$ cat config.mk
export PLATFORM = sky130hd
export DESIGN_NAME = ppu_sparse_compressor
export DESIGN_NICKNAME = d
export VERILOG_FILES = /design/src/rtl/ppu_sparse_compressor.sv
export SDC_FILE = /design/constraint.sdc
export NUM_CORES = 1
export LEC_CHECK = 0
export CORE_UTILIZATION = 55
export CTS_BUF_LIST = sky130_fd_sc_hd__clkbuf_16
export DETAILED_ROUTE_END_ITERATION = 7
export PLACE_DENSITY = 0.8
export SLEW_MARGIN = 20
export SYNTH_ARGS = -nofsm -noshare
export SYNTH_HDL_FRONTEND = slang
export SYNTH_SLANG_ARGS = --single-unit
$ cat constraint.sdc
create_clock -name clk -period 6 [get_ports clk]
set_clock_uncertainty 0.15 [all_clocks]
set_input_delay 1.2 -clock clk [delete_from_list [all_inputs] [get_ports clk]]
set_output_delay 1.2 -clock clk [all_outputs]
set_load 0.01 [all_outputs]
$ cat src/rtl/ppu_sparse_compressor.sv
// ppu_sparse_compressor: optional ReLU, zero-run-length encoding and packing of nonzeros into
// NUM_OUT-lane groups for activation RAM write-back. A build buffer feeds one output register.
module ppu_sparse_compressor #(
    parameter int DATA_W  = 16,
    parameter int IDX_W   = 4,
    parameter int NUM_OUT = 4,
    parameter int CH_W    = 6
) (
    input  logic                       clk,
    input  logic                       rst,
    input  logic                       i_start,
    input  logic                       i_relu_en,
    input  logic [CH_W-1:0]            i_num_ch,
    input  logic                       i_in_valid,
    input  logic [DATA_W-1:0]          i_in_data,
    input  logic                       i_in_last,
    output logic                       o_in_ready,
    output logic [NUM_OUT-1:0]         o_out_valid,
    output logic [NUM_OUT*DATA_W-1:0]  o_out_data,
    output logic [NUM_OUT*IDX_W-1:0]   o_out_indices,
    output logic [CH_W-1:0]            o_out_channel,
    input  logic                       i_out_ready,
    output logic                       o_busy,
    output logic                       o_done
);

    // state   | meaning
    // S_IDLE  | waiting for start
    // S_RUN   | accepting dense elements
    // S_FLUSH | last channel seen, draining build buffer and output register
    // S_DONE  | one-cycle completion pulse
    typedef enum logic [1:0] {S_IDLE, S_RUN, S_FLUSH, S_DONE} state_t;

    localparam int               CNT_W    = $clog2(NUM_OUT + 1);
    localparam logic [IDX_W-1:0] MAX_RUN  = '1;
    localparam logic [CNT_W-1:0] FULL_CNT = CNT_W'(NUM_OUT);

    state_t r_state, w_state_nxt;

    logic                 r_relu;
    logic [CH_W-1:0]      r_num_ch;
    logic [CH_W-1:0]      r_ch;
    logic [IDX_W-1:0]     r_run;

    logic [DATA_W-1:0]    r_b_data [NUM_OUT];
    logic [IDX_W-1:0]     r_b_idx  [NUM_OUT];
    logic [CNT_W-1:0]     r_b_cnt;
    logic                 r_b_closed;
    logic [CH_W-1:0]      r_b_ch;

    logic [NUM_OUT-1:0]         r_o_valid;
    logic [NUM_OUT*DATA_W-1:0]  r_o_data;
    logic [NUM_OUT*IDX_W-1:0]   r_o_idx;
    logic [CH_W-1:0]            r_o_ch;

    logic                 w_out_hs;
    logic                 w_out_free;
    logic                 w_in_ready;
    logic                 w_acc;
    logic [DATA_W-1:0]    w_val;
    logic                 w_emit;
    logic [CNT_W-1:0]     w_base_cnt;
    logic                 w_last_ch;

    logic [DATA_W-1:0]    w_nb_data [NUM_OUT];
    logic [IDX_W-1:0]     w_nb_idx  [NUM_OUT];
    logic [CNT_W-1:0]     w_nb_cnt;
    logic [CH_W-1:0]      w_nb_ch;
    logic                 w_nb_close;

    logic                 w_hold_b;
    logic                 w_ld_b;
    logic                 w_ld_nb;
    logic [CNT_W-1:0]     w_src_cnt;
    logic [NUM_OUT-1:0]         w_ld_valid;
    logic [NUM_OUT*DATA_W-1:0]  w_ld_data;
    logic [NUM_OUT*IDX_W-1:0]   w_ld_idx;
    logic [CH_W-1:0]            w_ld_ch;

    assign w_out_hs   = (|r_o_valid) && i_out_ready;
    assign w_out_free = !(|r_o_valid) || i_out_ready;
    assign w_in_ready = (r_state == S_RUN) && !(r_b_closed && !w_out_free);
    assign w_acc      = i_in_valid && w_in_ready;
    assign w_val      = (r_relu && i_in_data[DATA_W-1]) ? '0 : i_in_data;
    assign w_emit     = w_acc && ((w_val != '0) || (r_run == MAX_RUN));
    // A closed buffer that is accepting again is moving out this cycle, so new data starts at lane 0.
    assign w_base_cnt = r_b_closed ? '0 : r_b_cnt;
    assign w_last_ch  = (r_ch == r_num_ch - CH_W'(1));

    always_comb begin
        w_nb_data = r_b_data;
        w_nb_idx  = r_b_idx;
        w_nb_ch   = r_b_ch;
        w_nb_cnt  = w_base_cnt;
        if (w_emit) begin
            for (int i = 0; i < NUM_OUT; i++) begin
                if (w_base_cnt == CNT_W'(i)) begin
                    w_nb_data[i] = w_val;
                    w_nb_idx[i]  = r_run;
                end
            end
            w_nb_cnt = w_base_cnt + CNT_W'(1);
            if (w_base_cnt == '0) w_nb_ch = r_ch;
        end
        w_nb_close = (w_nb_cnt == FULL_CNT) || (w_acc && i_in_last && (w_nb_cnt != '0));
    end

    assign w_hold_b = r_b_closed && !w_out_free;
    assign w_ld_b   = r_b_closed && w_out_free;
    assign w_ld_nb  = !r_b_closed && w_nb_close && w_out_free;

    always_comb begin
        w_ld_valid = '0;
        w_ld_data  = '0;
        w_ld_idx   = '0;
        w_src_cnt  = w_ld_b ? r_b_cnt : w_nb_cnt;
        w_ld_ch    = w_ld_b ? r_b_ch : w_nb_ch;
        for (int i = 0; i < NUM_OUT; i++) begin
            if (CNT_W'(i) < w_src_cnt) begin
                w_ld_valid[i]                = 1'b1;
                w_ld_data[i*DATA_W +: DATA_W] = w_ld_b ? r_b_data[i] : w_nb_data[i];
                w_ld_idx[i*IDX_W +: IDX_W]    = w_ld_b ? r_b_idx[i] : w_nb_idx[i];
            end
        end
    end

    always_comb begin
        w_state_nxt = r_state;
        case (r_state)
            S_IDLE:  if (i_start) w_state_nxt = S_RUN;
            S_RUN:   if (w_acc && i_in_last && w_last_ch) w_state_nxt = S_FLUSH;
            S_FLUSH: if (!r_b_closed && (r_b_cnt == '0) && w_out_free) w_state_nxt = S_DONE;
            S_DONE:  w_state_nxt = S_IDLE;
            default: w_state_nxt = S_IDLE;
        endcase
    end

    always_ff @(posedge clk) begin
        if (rst) r_state <= S_IDLE;
        else     r_state <= w_state_nxt;
    end

    always_ff @(posedge clk) begin
        if (rst) begin
            r_relu     <= 1'b0;
            r_num_ch   <= '0;
            r_ch       <= '0;
            r_run      <= '0;
            r_b_cnt    <= '0;
            r_b_closed <= 1'b0;
            r_b_ch     <= '0;
            for (int i = 0; i < NUM_OUT; i++) begin
                r_b_data[i] <= '0;
                r_b_idx[i]  <= '0;
            end
            r_o_valid  <= '0;
            r_o_data   <= '0;
            r_o_idx    <= '0;
            r_o_ch     <= '0;
        end else begin
            if ((r_state == S_IDLE) && i_start) begin
                r_relu   <= i_relu_en;
                r_num_ch <= (i_num_ch == '0) ? CH_W'(1) : i_num_ch;
                r_ch     <= '0;
                r_run    <= '0;
            end else if (w_acc) begin
                r_run <= (i_in_last || w_emit) ? '0 : r_run + IDX_W'(1);
                if (i_in_last) r_ch <= r_ch + CH_W'(1);
            end

            if (w_ld_nb) begin
                r_b_cnt    <= '0;
                r_b_closed <= 1'b0;
            end else if (!w_hold_b) begin
                r_b_data   <= w_nb_data;
                r_b_idx    <= w_nb_idx;
                r_b_cnt    <= w_nb_cnt;
                r_b_ch     <= w_nb_ch;
                r_b_closed <= w_nb_close;
            end

            if (w_ld_b || w_ld_nb) begin
                r_o_valid <= w_ld_valid;
                r_o_data  <= w_ld_data;
                r_o_idx   <= w_ld_idx;
                r_o_ch    <= w_ld_ch;
            end else if (w_out_hs) begin
                r_o_valid <= '0;
                r_o_data  <= '0;
                r_o_idx   <= '0;
                r_o_ch    <= '0;
            end
        end
    end

    assign o_in_ready    = w_in_ready;
    assign o_out_valid   = r_o_valid;
    assign o_out_data    = r_o_data;
    assign o_out_indices = r_o_idx;
    assign o_out_channel = r_o_ch;
    assign o_busy        = (r_state == S_RUN) || (r_state == S_FLUSH);
    assign o_done        = (r_state == S_DONE);

endmodule
# Yosys cells after proc, flatten, opt, wreduce, memory -nomap -nowiden
# Cells that the tools add are included.
dict set report totals {
  output_inout_bits 93
  ff_bits 199
  ram_bits 0
  mem_bits_ro 0
  latchBits 0
  mem_count 0
  elab_cells 131
  input_bits 29
}
dict set report op_classes {
  mux 51
  addsub 4
  magnitude_cmp 4
  n_mul 0
  bitwise_logic 2
  n_reduce_logical 38
  n_eq_ne 12
  n_shift 0
  n_div 0
}
# operator count
set ops {}
lappend ops {{2-to-1 mux 16 bit} 16}
lappend ops {{2-to-1 mux 64 bit} 3}
lappend ops {{2-to-1 mux 4 bit} 15}
lappend ops {{2-to-1 mux 6 bit} 6}
lappend ops {{nonzero test 16 bit} 1}
lappend ops {{logical AND 1 bit} 15}
lappend ops {{2-to-1 mux 3 bit} 3}
lappend ops {{case mux 2 bit (4 select lines)} 1}
lappend ops {{adder 6 x 1 -> 6 bit, second input constant} 1}
lappend ops {{equality test 3 x 2 -> 1 bit, second input constant} 2}
lappend ops {{equality test 6 bit} 1}
lappend ops {{logical NOT 3 bit} 2}
lappend ops {{logical NOT 6 bit} 1}
lappend ops {{logical OR 1 bit} 6}
lappend ops {{< comparator 1 x 3 -> 1 bit, first input constant} 2}
lappend ops {{< comparator 2 x 3 -> 1 bit, first input constant} 2}
lappend ops {{2-to-1 mux 2 bit} 3}
lappend ops {{!= test 2 bit, second input constant} 3}
lappend ops {{subtractor 6 x 1 -> 6 bit, second input constant} 1}
lappend ops {{adder 4 x 1 -> 4 bit, second input constant} 1}
lappend ops {{equality test 2 bit, second input constant} 2}
lappend ops {{equality test 4 bit, second input constant} 1}
lappend ops {{logical NOT 1 bit} 4}
lappend ops {{2-to-1 mux 1 bit} 4}
lappend ops {{12 further kinds} 15}

# Logic depth before layout (Yosys ltp)
# Gate-level depths: netlist (run 1).
dict set report depth {
  depth_word 17
  depth_mapped 12
  ltp_nobuf 10
}

# Worst setup path before layout (run 1)
# No wires, ideal clock.
dict set report synth_path {
  path_kind {input to register}
  start {input port i_in_data[7]}
  end {register r_o_ch[5] (netlist: o_out_channel[5])}
  setup_time_ns 0.122
  required_time_ns 5.728
  slack_ns 2.479
  path_stages 7
  path_buffers 1
  arrival_time_ns 3.249
  path_cell_list {or4_1 o41a_1 o32ai_2 nor2_2 and4_1 clkbuf_1 a221o_1}
}
dict set report synth_between {
  elab_chain_len 12
  word_cells_on_any_way 16
  cone_classes {1 x eq/ne; 5 x mux; 10 x reduce/logical}
}
# item line_no
set synth_lines {}
lappend synth_lines {{start: declaration} 15} ;# input logic [DATA_W-1:0] i_in_data,
lappend synth_lines {{2-to-1 mux 16 bit *} 84} ;# assign w_val = (r_relu && i_in_data[DATA_W-1]) ? '0 : i_in_data;
lappend synth_lines {{nonzero test 16 bit *} 85} ;# assign w_emit = w_acc && ((w_val != '0) || (r_run == MAX_RUN));
lappend synth_lines {{logical OR 1 bit *} 85}
lappend synth_lines {{logical AND 1 bit *} 85}
lappend synth_lines {{2-to-1 mux 3 bit} 95} ;# if (w_emit) begin
lappend synth_lines {{nonzero test 3 bit} 105} ;# w_nb_close = (w_nb_cnt == FULL_CNT) || (w_acc && i_in_last && (w_nb_cnt != '0));
lappend synth_lines {{logical AND 1 bit} 105}
lappend synth_lines {{logical OR 1 bit} 105}
lappend synth_lines {{logical AND 1 bit (2 in series)} 110} ;# assign w_ld_nb = !r_b_closed && w_nb_close && w_out_free;
lappend synth_lines {{logical OR 1 bit} 182} ;# if (w_ld_b || w_ld_nb) begin
lappend synth_lines {{2-to-1 mux 6 bit or nonzero test 2 bit (tied branches)} -}
lappend synth_lines {{end signal: assignment} 186} ;# r_o_ch <= w_ld_ch;
lappend synth_lines {{end: declaration} 54} ;# logic [CH_W-1:0] r_o_ch;
# Every way passes the cells marked *; elsewhere a longest branch is shown, timed or not.
# A chain may end at the register's enable or synchronous reset.

# Worst setup path in the final report (run 1)
dict set report layout_path {
  start {input port i_in_data[3]}
  end {register r_o_data[47] (netlist: o_out_data[47])}
}
dict set report layout_between {
  elab_chain_len 12
  word_cells_on_any_way 19
  cone_classes {1 x order compare; 1 x eq/ne; 7 x mux; 10 x reduce/logical}
}
# item line_no
set layout_lines {}
lappend layout_lines {{2-to-1 mux 16 bit *} 84}
lappend layout_lines {{nonzero test 16 bit *} 85}
lappend layout_lines {{logical OR 1 bit *} 85}
lappend layout_lines {{logical AND 1 bit *} 85}
lappend layout_lines {{parallel branches: the longest is 8 deep, another holds < comparator 2 x 3 -> 1 bit} -}
lappend layout_lines {{end signal: assignment} 184} ;# r_o_data <= w_ld_data;
lappend layout_lines {{end: declaration} 52} ;# logic [NUM_OUT*DATA_W-1:0] r_o_data;
# Mark *: on every way between the ends.

==> results of run 1 <==
## worst max-delay path, cell delays in order
cell	delay, ns
clkdlybuf4s50_1	0.41
or4_4	0.59
o41a_1	0.53
o21ai_1	0.50
mux2i_1	0.29
nand3_1	0.74
o2bb2ai_1	0.43
## how the worst max path moves through the flow
stage                                               end  slack [ns]  cells past startpoint
final                       o_out_data[47]$_SDFFE_PP0P_        1.49                      7
after global routing        o_out_data[34]$_SDFFE_PP0P_        1.33                      7
after CTS                   o_out_data[34]$_SDFFE_PP0P_        1.53                      7
after detailed placement    o_out_data[45]$_SDFFE_PP0P_        1.10                      7
after global placement        r_b_data[61]$_SDFFE_PP0P_        1.22                      8
after floorplan           o_out_channel[5]$_SDFFE_PP0P_        2.48                      7
## sequential cells by signal, indices dropped and copies added, names as in the netlist, 2 cells and up
| name | flops |
|---|---|
| r_ch | 6 |
| o_out_indices | 16 |
| o_out_data | 64 |
| r_b_data | 64 |
| r_state | 2 |
| r_run | 4 |
| r_b_ch | 6 |
| o_out_channel | 6 |
| r_b_idx | 16 |
| r_b_cnt | 3 |
| r_num_ch | 6 |
| o_out_valid | 4 |
## power groups by stage
| stage | Combinational [mW] | Clock [mW] | Sequential [mW] |
|---|---|---|---|
| after detailed placement | 0.502 | 0 | 1.41 |
| final | 0.510 | 1.14 | 1.38 |
| after global placement | 0.499 | 0 | 1.41 |
| after floorplan | 0.367 | 0 | 1.40 |
| after CTS | 0.507 | 1.15 | 1.38 |
| after global routing | 0.552 | 1.21 | 1.38 |
## metrics by stage
stage                     instances  power [mW]  area (sq um)  setup slack, ns  utilization
final                          1164        3.02         10600             1.49        0.689
after floorplan                 861        1.77          8690             2.48            -
after detailed placement       1132        1.91          9970             1.10        0.651
after global routing           1164        3.14         10600             1.33        0.689
after global placement         1132        1.90          9970             1.22        0.651
after CTS                      1164        3.03         10600             1.53        0.689
## cells by family (layout without fill, tap and decap cells)
kind of cell	after synthesis	after routing	synth area share
XOR/XNOR	13	13	0.0131
AO/OA/AOI/OAI	159	159	0.149
AND/OR/NAND/NOR	216	216	0.113
flip-flops	199	199	0.459
multiplexers	172	172	0.198
buffers and inverters	89	181	0.0497
adder cells (fa/ha/maj)	13	13	0.0187
## layer usage
| layer | vias to the layer above | wire length, microns | share of wire | GRT usage |
|---|---|---|---|---|
| met5 | - | 0 | 0 | 0 |
| met4 | 0 | 473 | 0.022 | 0.0997 |
| met3 | 36 | 969 | 0.045 | 0.0509 |
| met2 | 184 | 9790 | 0.46 | 0.427 |
| met1 | 3217 | 10200 | 0.48 | 0.368 |
| li1 | 3223 | - | - | - |
## layout by cell type (no fill, tap or decap), types with 3 or more instances in the layout
cell type / Yosys / routed
a21oi_1: 24 / 24
xor2_1: 3 / 3
o2bb2ai_1: 80 / 80
or3_1: 5 / 5
o21ai_0: 7 / 7
clkinv_4: 0 / 3
nor4_1: 3 / 3
o41ai_1: 3 / 3
a211oi_4: 0 / 4
nor2_2: 1 / 4
clkdlybuf4s50_1: 0 / 120
inv_6: 0 / 6
nand3b_1: 3 / 3
clkbuf_16: 0 / 17
xnor2_1: 10 / 10
and2_1: 17 / 17
dfxtp_1: 199 / 199
a221o_1: 6 / 6
nor2b_1: 5 / 5
inv_1: 13 / 14
nand2_1: 39 / 39
mux2i_1: 172 / 172
buf_4: 8 / 15
nor2_1: 114 / 111
ha_1: 13 / 13
nor3_1: 8 / 8
nand3_1: 5 / 5
a211oi_1: 11 / 7
## cell type report
| class | count | share of cell area |
|---|---|---|
| clock inverters | 15 | 0.0155 |
| flip-flops and latches | 199 | 0.377 |
| well taps | 211 | 0.0250 |
| multi-input cells | 573 | 0.411 |
| clock buffers | 17 | 0.0403 |
| inverters | 13 | 0.00462 |
| repair buffers | 136 | 0.126 |
==> metrics.md, run 1 <==
| Metric | Value |
|---|---|
| Synth Cell Area | 8690 sq um |
| Worst-path fanout max | 21 |
| Initial Util | 0.567 |
| DRC viols | 0 |
| Post-Route WL | 21,400 microns |
| TritonCTS Buffers | 17 |
| CTS root buffer | clkbuf_16 |
| DR iter-0 viols | 515 |
| GPL Wtd Cong | 0.878 |
| CP arrival | 4.70 ns |
| Detailed-route wire length per cell | 18.4 microns |
| Min Clock Period, post-route | approximately 4.5 ns |
| I/O pins | 122 |
| Pins Over Slew Limit | 0 |
| Share of layout cells above drive strength 1 | 0.0661 |
| Post-DP HPWL | 14,100 microns |
| Synthesized area per cell | 10.1 sq um |
| Critical Path RT | 6.19 ns |
| Vias in the first global route | 6,316 |
| Worst reg2reg path startpoint | r_b_closed$_SDFFE_PP0N_ |
| Worst Hold End | o_out_data[19]$_SDFFE_PP0P_ |
| PortBufs | 121 |
| Max-cap check violation count | 0 |
| Status | finished, final reports clean |
| Register Area | 3980 sq um |
| Measured slew at the worst slew-check pin | a little over 1 ns |
| # Post-CTS Setup Buffers | 0 |
| Hold depth | 1 |
| Die Y-Extent | 128 microns |
| Syn_nets | 903 |
| Mapped Cells | 861 |
| Launch point of the worst path | i_in_data[3] |
| Post-synth top area share | 0.459 |
| CTS tree | built |
| Chip width | 128 microns |
| PD cells | 286 nW/um^2 |
| CTS Buffer Depth | 2 |
| GRT Residual Overflow | 0 |
| Antenna Nets Post-Route | 0 |
| Avg Vias per Cell | 5.72 |
| Fin crit share | 0.751 |
| WHS | 0.314 ns |
| Row count | 45 |
| DR pass1 iterations | 5 |
| Core area | 15,300 sq um |
| Power share of the clock group | 0.376 |
| Sw Ratio | 0.296 |
| R2R Path End | o_out_data[63]$_SDFFE_PP0P_ |
| Sequential area share after synthesis | 0.459 |
| Ant diodes | 0 |
| Largest cells by area after synthesis | dfxtp_1 46%, mux2i_1 20%, o2bb2ai_1 8.1% |
| Asr flop ratio synth | 0 |
| # setup viols final | 0 |
| Clock Latency Late Sink | about 0.44 ns |
| Initial antenna violation count | 0 |
| CTS clk-pin slew, worst paths | 0.07 ns |
| Switching power | 0.895 mW |
| Leak pwr | 3.57 nW |
| Max_slew headroom | 0.302 |
| Seq pwr share | 0.455 |
| Largest net degree at the start of global routing | 73 |
| Worst r2r path cells | 9 |
| PostCTS Resize Cnt | 0 |
| RSZ-0062 raised after global routing | no |
| Synth area leader | dfxtp_1 |
| Area Growth Syn to Fin | 21.5% |
| Vias | 6,660 |
| Worst min path class | reg2reg |
| Startpoint of the worst hold path | o_out_data[19]$_SDFFE_PP0P_ |
| Die area | between 15,000 and 20,000 sq um |
| Number of enable flip-flop cells after synthesis | 0 |
| Fillers | 1,238 |
| Internal | 2.13 mW |
| Fmax | 0.222 GHz |
| First-pass GRT wire length | 34,100 microns |
| Ys Warns | 0 |
| Area of the multi-input gates | 4340 sq um |
| Sink Count | 199 |
| Class of the most critical setup path | in2reg |
| Comb power frac | 0.169 |
| Commonest cells post-synth | 199 x dfxtp_1, 172 x mux2i_1, 114 x nor2_1 |
| Final hold vios | 0 |
| Crit. End Element | register |
| Reg2reg setup slack | 1.74 ns |
| GRT Util Overall | 0.270 |
| Synth unique cells | 59 |
| Hold buffers post-CTS | 0 |
| CTS H-tree depth | 4 |
| Ys flop type | dfxtp_1 |
| Final #Nets | 982 |
| Maximum VDD drop | around 0.27 mV |
| Setup_tns | 0 ns |
| Kind of start point of the critical path | input pin |
| #FFs+latches synth | 199 |
| Count leader, synth | dfxtp_1 |
Note: power is estimated with default switching activity, not from simulation.
==> run 2, diff against run 1 <==
Settings changed: CORE_UTILIZATION 55 to 49, PLACE_DENSITY 0.8 to 0.76.
Clock period 6 ns to 3.9 ns, I/O delays scaled along.
==> run 2 against run 1 <==
Effect of this change: setup slack got worse by 0.96 ns; worst hold slack got worse by 0.0021 ns; clock-buffer cell count is the same; largest power group unchanged; critical endpoint is now o_out_indices[12]$_SDFFE_PP0P_; flip-flop and latch count stayed put; sequential share of layout area fell by 0.88 points; clock power rose by 40%.
==> metrics.md, run 2 (synthesized netlist as in run 1, its figures left out) <==
| Metric | Value |
|---|---|
| PortBufs | 121 (unchanged) |
| First-pass GRT wire length | 34,100 microns (about the same) |
| Min Clock Period, post-route | 3.37 ns |
| I/O pins | 122 (unchanged) |
| Clock Latency Late Sink | 0.43 ns (about the same) |
| Maximum VDD drop | 0.373 mV (+36%) |
| Initial Util | 0.502 (-0.0650) |
| Pins Over Slew Limit | 0 (unchanged) |
| PD cells | 423 nW/um^2 (+48%) |
| Crit. End Element | register |
| DR pass1 iterations | 5 (unchanged) |
| Post-DP HPWL | 14,900 microns (+5.6%) |
| Avg Vias per Cell | 5.67 (-0.91%) |
| Layout Cells excl Fill | 1,204 (+3.4%) |
| Worst-path fanout max | 22 (+4.8%) |
| RSZ-0062 raised after global routing | no |
| Initial antenna violation count | 0 (unchanged) |
| Largest net degree at the start of global routing | 66 (-9.6%) |
| CTS root buffer | clkbuf_16 |
| Final #Nets | 1,008 (+2.6%) |
| CTS clk-pin slew, worst paths | 0.07 ns (about the same) |
| GPL Wtd Cong | 0.878 (about the same) |
| Internal | 3.23 mW (+52%) |
| DRC viols | 0 (unchanged) |
| Worst Slack Setup Final | 0.531 ns (-0.960 ns) |
| Status | finished, final reports clean |
| # Post-CTS Setup Buffers | 0 (unchanged) |
| Area of the multi-input gates | 4340 sq um (+0.12%) |
| Ant diodes | 0 (unchanged) |
| # setup viols final | 0 (unchanged) |
| PostCTS Resize Cnt | 0 (unchanged) |
| Worst Setup Slack post-DPL | 0.108 ns (-0.997 ns) |
| Max_slew headroom | 0.260 (-0.0417) |
| Power share of the clock group | 0.351 (-0.025) |
| GRT Util Overall | 0.239 (-0.0313) |
| Vias | 6,826 (+2.5%) |
| Class of the most critical setup path | in2reg |
| Fin crit share | 0.864 |
| Commonest non-fill, non-tap cell in the layout | dfxtp_1 |
| Register Area | 3980 sq um (unchanged) |
| Share of layout cells above drive strength 1 | 0.0889 (+0.0228) |
| Area Growth Syn to Fin | 24.4% |
| Sw Ratio | 0.292 (-0.00356) |
| Setup_tns | 0 ns (unchanged) |
| CTS tree | built |
| Switching power | 1.34 mW (+49%) |
| Seq pwr share | 0.464 (+0.009) |
| Die area | 18,300 sq um (+12%) |
| Chip width | 135 microns (+5.9%) |
| Measured slew at the worst slew-check pin | 1.10 ns (+0.0621 ns) |
| Core area | 17,300 sq um (+13%) |
| Final hold vios | 0 (unchanged) |
| Kind of start point of the critical path | input pin |
| Commonest non-fill, non-tap cells in the layout | 199 x dfxtp_1, 172 x mux2i_1, 120 x clkdlybuf4s50_1 |
| DR iter-0 viols | 423 (-18%) |
| GRT Residual Overflow | 0 (unchanged) |
| Comb power frac | 0.186 (+0.017) |
| Critical Path RT | 4.11 ns (-2.08 ns) |
| Max-cap check violation count | 0 (unchanged) |
| Die Y-Extent | 135 microns (+5.9%) |
| Antenna Nets Post-Route | 0 (unchanged) |
| Worst min path class | reg2reg |
| TritonCTS Buffers | 17 (unchanged) |
| Total placed cells including tap cells | 1,172 (+3.5%) |
| Worst r2r path cells | 10 (+1) |
| CTS H-tree depth | 4 (unchanged) |
| Sink Count | 199 (unchanged) |
| Hold depth | 1 (unchanged) |
| Row count | 48 (+6.7%) |
| CP arrival | 3.57 ns (-1.13 ns) |
| Post-Route WL | 21,600 microns (+0.93%) |
| Hold buffers post-CTS | 0 (unchanged) |
| Leak pwr | 3.68 nW (+3.0%) |
| Fillers | 1,423 (+15%) |
| Detailed-route wire length per cell | 17.9 microns (-2.4%) |
| Fmax | 0.297 GHz |
| Vias in the first global route | 6,478 (+2.6%) |
| CTS Buffer Depth | 2 (unchanged) |
==> run 2: worst paths after layout <==
kind                                             startpoint                              to  slack, ns
worst max-delay path                           i_in_data[7]  o_out_indices[12]$_SDFFE_PP0P_       0.53
worst min register to register  o_out_data[53]$_SDFFE_PP0P_     o_out_data[53]$_SDFFE_PP0P_       0.31
worst min-delay path            o_out_data[53]$_SDFFE_PP0P_     o_out_data[53]$_SDFFE_PP0P_       0.31
worst max register to register      r_b_cnt[1]$_SDFFE_PP0N_  o_out_indices[12]$_SDFFE_PP0P_       0.68
==> run 2: metal layers <==
layer	up-vias	part of all wire	track usage
met4	0	0.026	0.105
li1	3282	-	-
met2	204	0.45	0.373
met3	37	0.049	0.0359
met5	-	0	0
met1	3303	0.47	0.326
==> run 2: through the flow <==
| step | power, mW | utilization | area [sq um] | hold WS (ns) |
|---|---|---|---|---|
| floorplan | 2.72 | - | 8690 | 0.298 |
| global placement | 2.99 | 0.594 | 10300 | 0.299 |
| detailed placement | 3.01 | 0.594 | 10300 | 0.295 |
| CTS | 4.59 | 0.625 | 10800 | 0.317 |
| global route | 4.74 | 0.625 | 10800 | 0.328 |
| finish | 4.57 | 0.625 | 10800 | 0.312 |
==> run 2: power by group through the flow <==
stage               sequential, mW  clock [mW]  combinational [mW]
detailed placement            2.16           0               0.842
finish                        2.12        1.60               0.848
CTS                           2.12        1.62               0.847
global placement              2.16           0               0.832
floorplan                     2.15           0               0.565
global route                  2.12        1.70               0.922
==> run 2: critical path, cell delays in order <==
cell and delay [ns]:
clkdlybuf4s50_1 0.41, or4_1 0.63, o41a_1 0.46, o32ai_2 0.32
nor2_2 0.13, o22ai_4 0.34, buf_4 0.33, o2bb2ai_1 0.16
==> run 2: layout make-up <==
class                           instances  share of cell area
Clock buffer                           17              0.0394
Clock inverter                         15              0.0102
Inverter                               13             0.00451
Multi-Input combinational cell        573               0.402
Sequential cell                       199               0.369
Tap cell                              225              0.0260
Timing Repair Buffer                  162               0.150
==> run 3, diff against run 2 <==
Settings changed: PLACE_DENSITY 0.76 to not set, PLACE_DENSITY_LB_ADDON set to 0.12.
==> run 3 against run 2 <==
Effect of this change: final cell count decreased by 0.58%; setup slack worse by 0.23 ns; critical path type is now reg2reg; first-iteration DRC count rose by 1.7%; critical endpoint is now o_out_indices[14]$_SDFFE_PP0P_; cell area is 0.34% higher; critical path depth grew 2; worst hold slack better by 0.00089 ns; register-to-register slack worse by 0.37 ns; total power grew 3.7%; core utilization increased by 0.21 points; clock power increased by 11%.
==> metrics.md, run 3 (synthesized netlist as in run 1, its figures left out) <==
| Metric | Value |
|---|---|
| Antenna Nets Post-Route | 0 (unchanged) |
| Worst reg2reg path startpoint | r_b_closed$_SDFFE_PP0N_ |
| Launch point of the worst path | r_b_closed$_SDFFE_PP0N_ |
| Critical path depth in cells | 10 (+2) |
| Commonest non-fill, non-tap cell in the layout | dfxtp_1 |
| CTS root buffer | clkbuf_16 |
| Power share of the clock group | 0.376 (+0.025) |
| Sink Count | 199 (unchanged) |
| Area Growth Syn to Fin | 24.8% |
| Worst r2r path cells | 10 (unchanged) |
| Fillers | 1,417 (-0.42%) |
| Vias in the first global route | 6,638 (+2.5%) |
| DRC viols | 0 (unchanged) |
| # setup viols final | 0 (unchanged) |
| Total chip power | 4.74 mW (+3.7%) |
| Final core occ | 0.627 (+0.00210) |
| Measured slew at the worst slew-check pin | 0.935 ns (-0.165 ns) |
| # Post-CTS Setup Buffers | 0 (unchanged) |
| Die Y-Extent | 135 microns (unchanged) |
| Sw Ratio | 0.288 (-0.00410) |
| CTS Buffer Depth | 2 (unchanged) |
| PostCTS Resize Cnt | 0 (unchanged) |
| Chip width | 135 microns (unchanged) |
| I/O pins | 122 (unchanged) |
| Kind of start point of the critical path | register |
| GRT Util Overall | 0.250 (+0.0112) |
| Max_slew headroom | 0.376 (+0.117) |
| Largest net degree at the start of global routing | 61 (-7.6%) |
| RSZ-0062 raised after global routing | no |
| R2R Path End | o_out_indices[14]$_SDFFE_PP0P_ |
| Post-DP HPWL | 15,500 microns (+4.0%) |
| Worst Slack Setup Final | 0.305 ns (-0.226 ns) |
| Internal | 3.37 mW (+4.3%) |
| Seq pwr share | 0.447 (-0.017) |
| CP bufs+invs | 2 (unchanged) |
| Share of layout cells above drive strength 1 | 0.0844 (-0.00450) |
| Leak pwr | 3.71 nW (+0.79%) |
| Worst Setup Slack post-DPL | -0.0223 ns (-0.130 ns) |
| CP delay by family, top | compound AO/OA/AOI/OAI gates |
| Clock Latency Late Sink | 0.43 ns (about the same) |
| DP Area | 10,200 sq um (-0.19%) |
| Initial antenna violation count | 0 (unchanged) |
| CTS clk-pin slew, worst paths | 0.07 ns (about the same) |
| Fin crit share | 0.922 (+0.0580) |
| Switching power | 1.37 mW (+2.2%) |
| Setup_tns | 0 ns (unchanged) |
| GRT Residual Overflow | 0 (unchanged) |
| CTS tree | built |
| GPL Wtd Cong | 0.846 (-3.7%) |
| Hold buffers post-CTS | 0 (unchanged) |
| Slowest stage delay, CP | 0.75 ns (+0.12 ns) |
| DR pass1 iterations | 5 (unchanged) |
| Critical Path RT | 4.11 ns (about the same) |
| Status | finished, final reports clean |
| Worst-path fanout max | 10 (-55%) |
| CP cell instances | inv_1, nand2_1, ha_1, nor3b_1, o32ai_1, a21oi_1, a32oi_1, or3_1, buf_4, o2bb2ai_1 |
| Commonest non-fill, non-tap cells in the layout | 199 x dfxtp_1, 172 x mux2i_1, 120 x clkdlybuf4s50_1 |
| TritonCTS Buffers | 17 (unchanged) |
| Fmax | 0.278 GHz (-6.3%) |
| Crit. End Element | register |
| Vias | 6,816 (-0.15%) |
| Class of the most critical setup path | reg2reg |
| CTS H-tree depth | 4 (unchanged) |
| Maximum VDD drop | 0.305 mV (-18%) |
| Final instance area | 10,800 sq um (+0.34%) |
| Slowest CP cell | a21oi_1 |
| PortBufs | 121 (unchanged) |
| Final #Nets | 1,002 (-0.60%) |
| Max-cap check violation count | 0 (unchanged) |
| Post-Route WL | 22,400 microns (+3.9%) |
| Final hold vios | 0 (unchanged) |
| Row count | 48 (unchanged) |
| Pins Over Slew Limit | 0 (unchanged) |
| DR iter-0 viols | 430 (+1.7%) |
| Worst min path class | reg2reg |
| Ant diodes | 0 (unchanged) |
| Reg2reg setup slack | 0.31 ns (-0.37 ns) |
| First-pass GRT wire length | 35,400 microns (+3.6%) |
| CP endpoint | o_out_indices[14]$_SDFFE_PP0P_ |
| Min Clock Period, post-route | 3.59 ns (+0.226 ns) |
| Initial Util | 0.502 (unchanged) |
| Detailed-route wire length per cell | 18.7 microns (+4.5%) |
| Avg Vias per Cell | 5.69 (+0.44%) |
| Die area | 18,300 sq um (unchanged) |
| Comb power frac | 0.177 (-0.009) |
| PD cells | 437 nW/um^2 (+3.4%) |
| CP arrival | 3.81 ns (+0.24 ns) |
| Core area | 17,300 sq um (unchanged) |
-- run 3: metrics by stage --
step | hold WS (ns) | std cells
after CTS | 0.317 | 1197
final | 0.313 | 1197
after global routing | 0.325 | 1197
after global placement | 0.294 | 1166
after floorplan | 0.298 | 861
after detailed placement | 0.295 | 1166
-- run 3: final cells by class --
cell class	instances	area [sq um]	share of cell area
multi-input cells	573	4340	0.400
well taps	225	282	0.0260
inverters	13	48.8	0.00450
clock buffers	17	425	0.0392
repair buffers	156	1600	0.147
clock inverters	14	171	0.0158
flip-flops and latches	199	3980	0.367
-- run 3: per-layer routing --
metal	vias to the layer above	part of all wire	global-route usage
met1	3327	0.47	0.339
met5	-	0	0
met4	0	0.020	0.0974
met3	26	0.037	0.0400
li1	3284	-	-
met2	179	0.47	0.397
-- run 3: worst min-delay path by stage --
| stage | startpoint | to | slack [ns] | cells after the start |
|---|---|---|---|---|
| after global routing | o_out_data[49]$_SDFFE_PP0P_ | o_out_data[49]$_SDFFE_PP0P_ | 0.32 | 1 |
| after floorplan | r_num_ch[5]$_SDFFE_PP0P_ | r_num_ch[5]$_SDFFE_PP0P_ | 0.30 | 2 |
| after detailed placement | o_out_data[31]$_SDFFE_PP0P_ | o_out_data[31]$_SDFFE_PP0P_ | 0.30 | 1 |
| after CTS | o_out_data[50]$_SDFFE_PP0P_ | o_out_data[50]$_SDFFE_PP0P_ | 0.32 | 1 |
| after global placement | o_out_data[50]$_SDFFE_PP0P_ | o_out_data[50]$_SDFFE_PP0P_ | 0.29 | 1 |
| final | o_out_data[50]$_SDFFE_PP0P_ | o_out_data[50]$_SDFFE_PP0P_ | 0.31 | 1 |
-- run 3: power by group through the flow --
stage / Combinational (mW) / Sequential, mW / Clock [mW]
6_report: 0.839 / 2.12 / 1.78
5_1_grt: 0.903 / 2.12 / 1.89
4_1_cts: 0.839 / 2.12 / 1.81
3_5_place_dp: 0.835 / 2.16 / 0
3_3_place_gp: 0.810 / 2.16 / 0
2_1_floorplan: 0.565 / 2.15 / 0
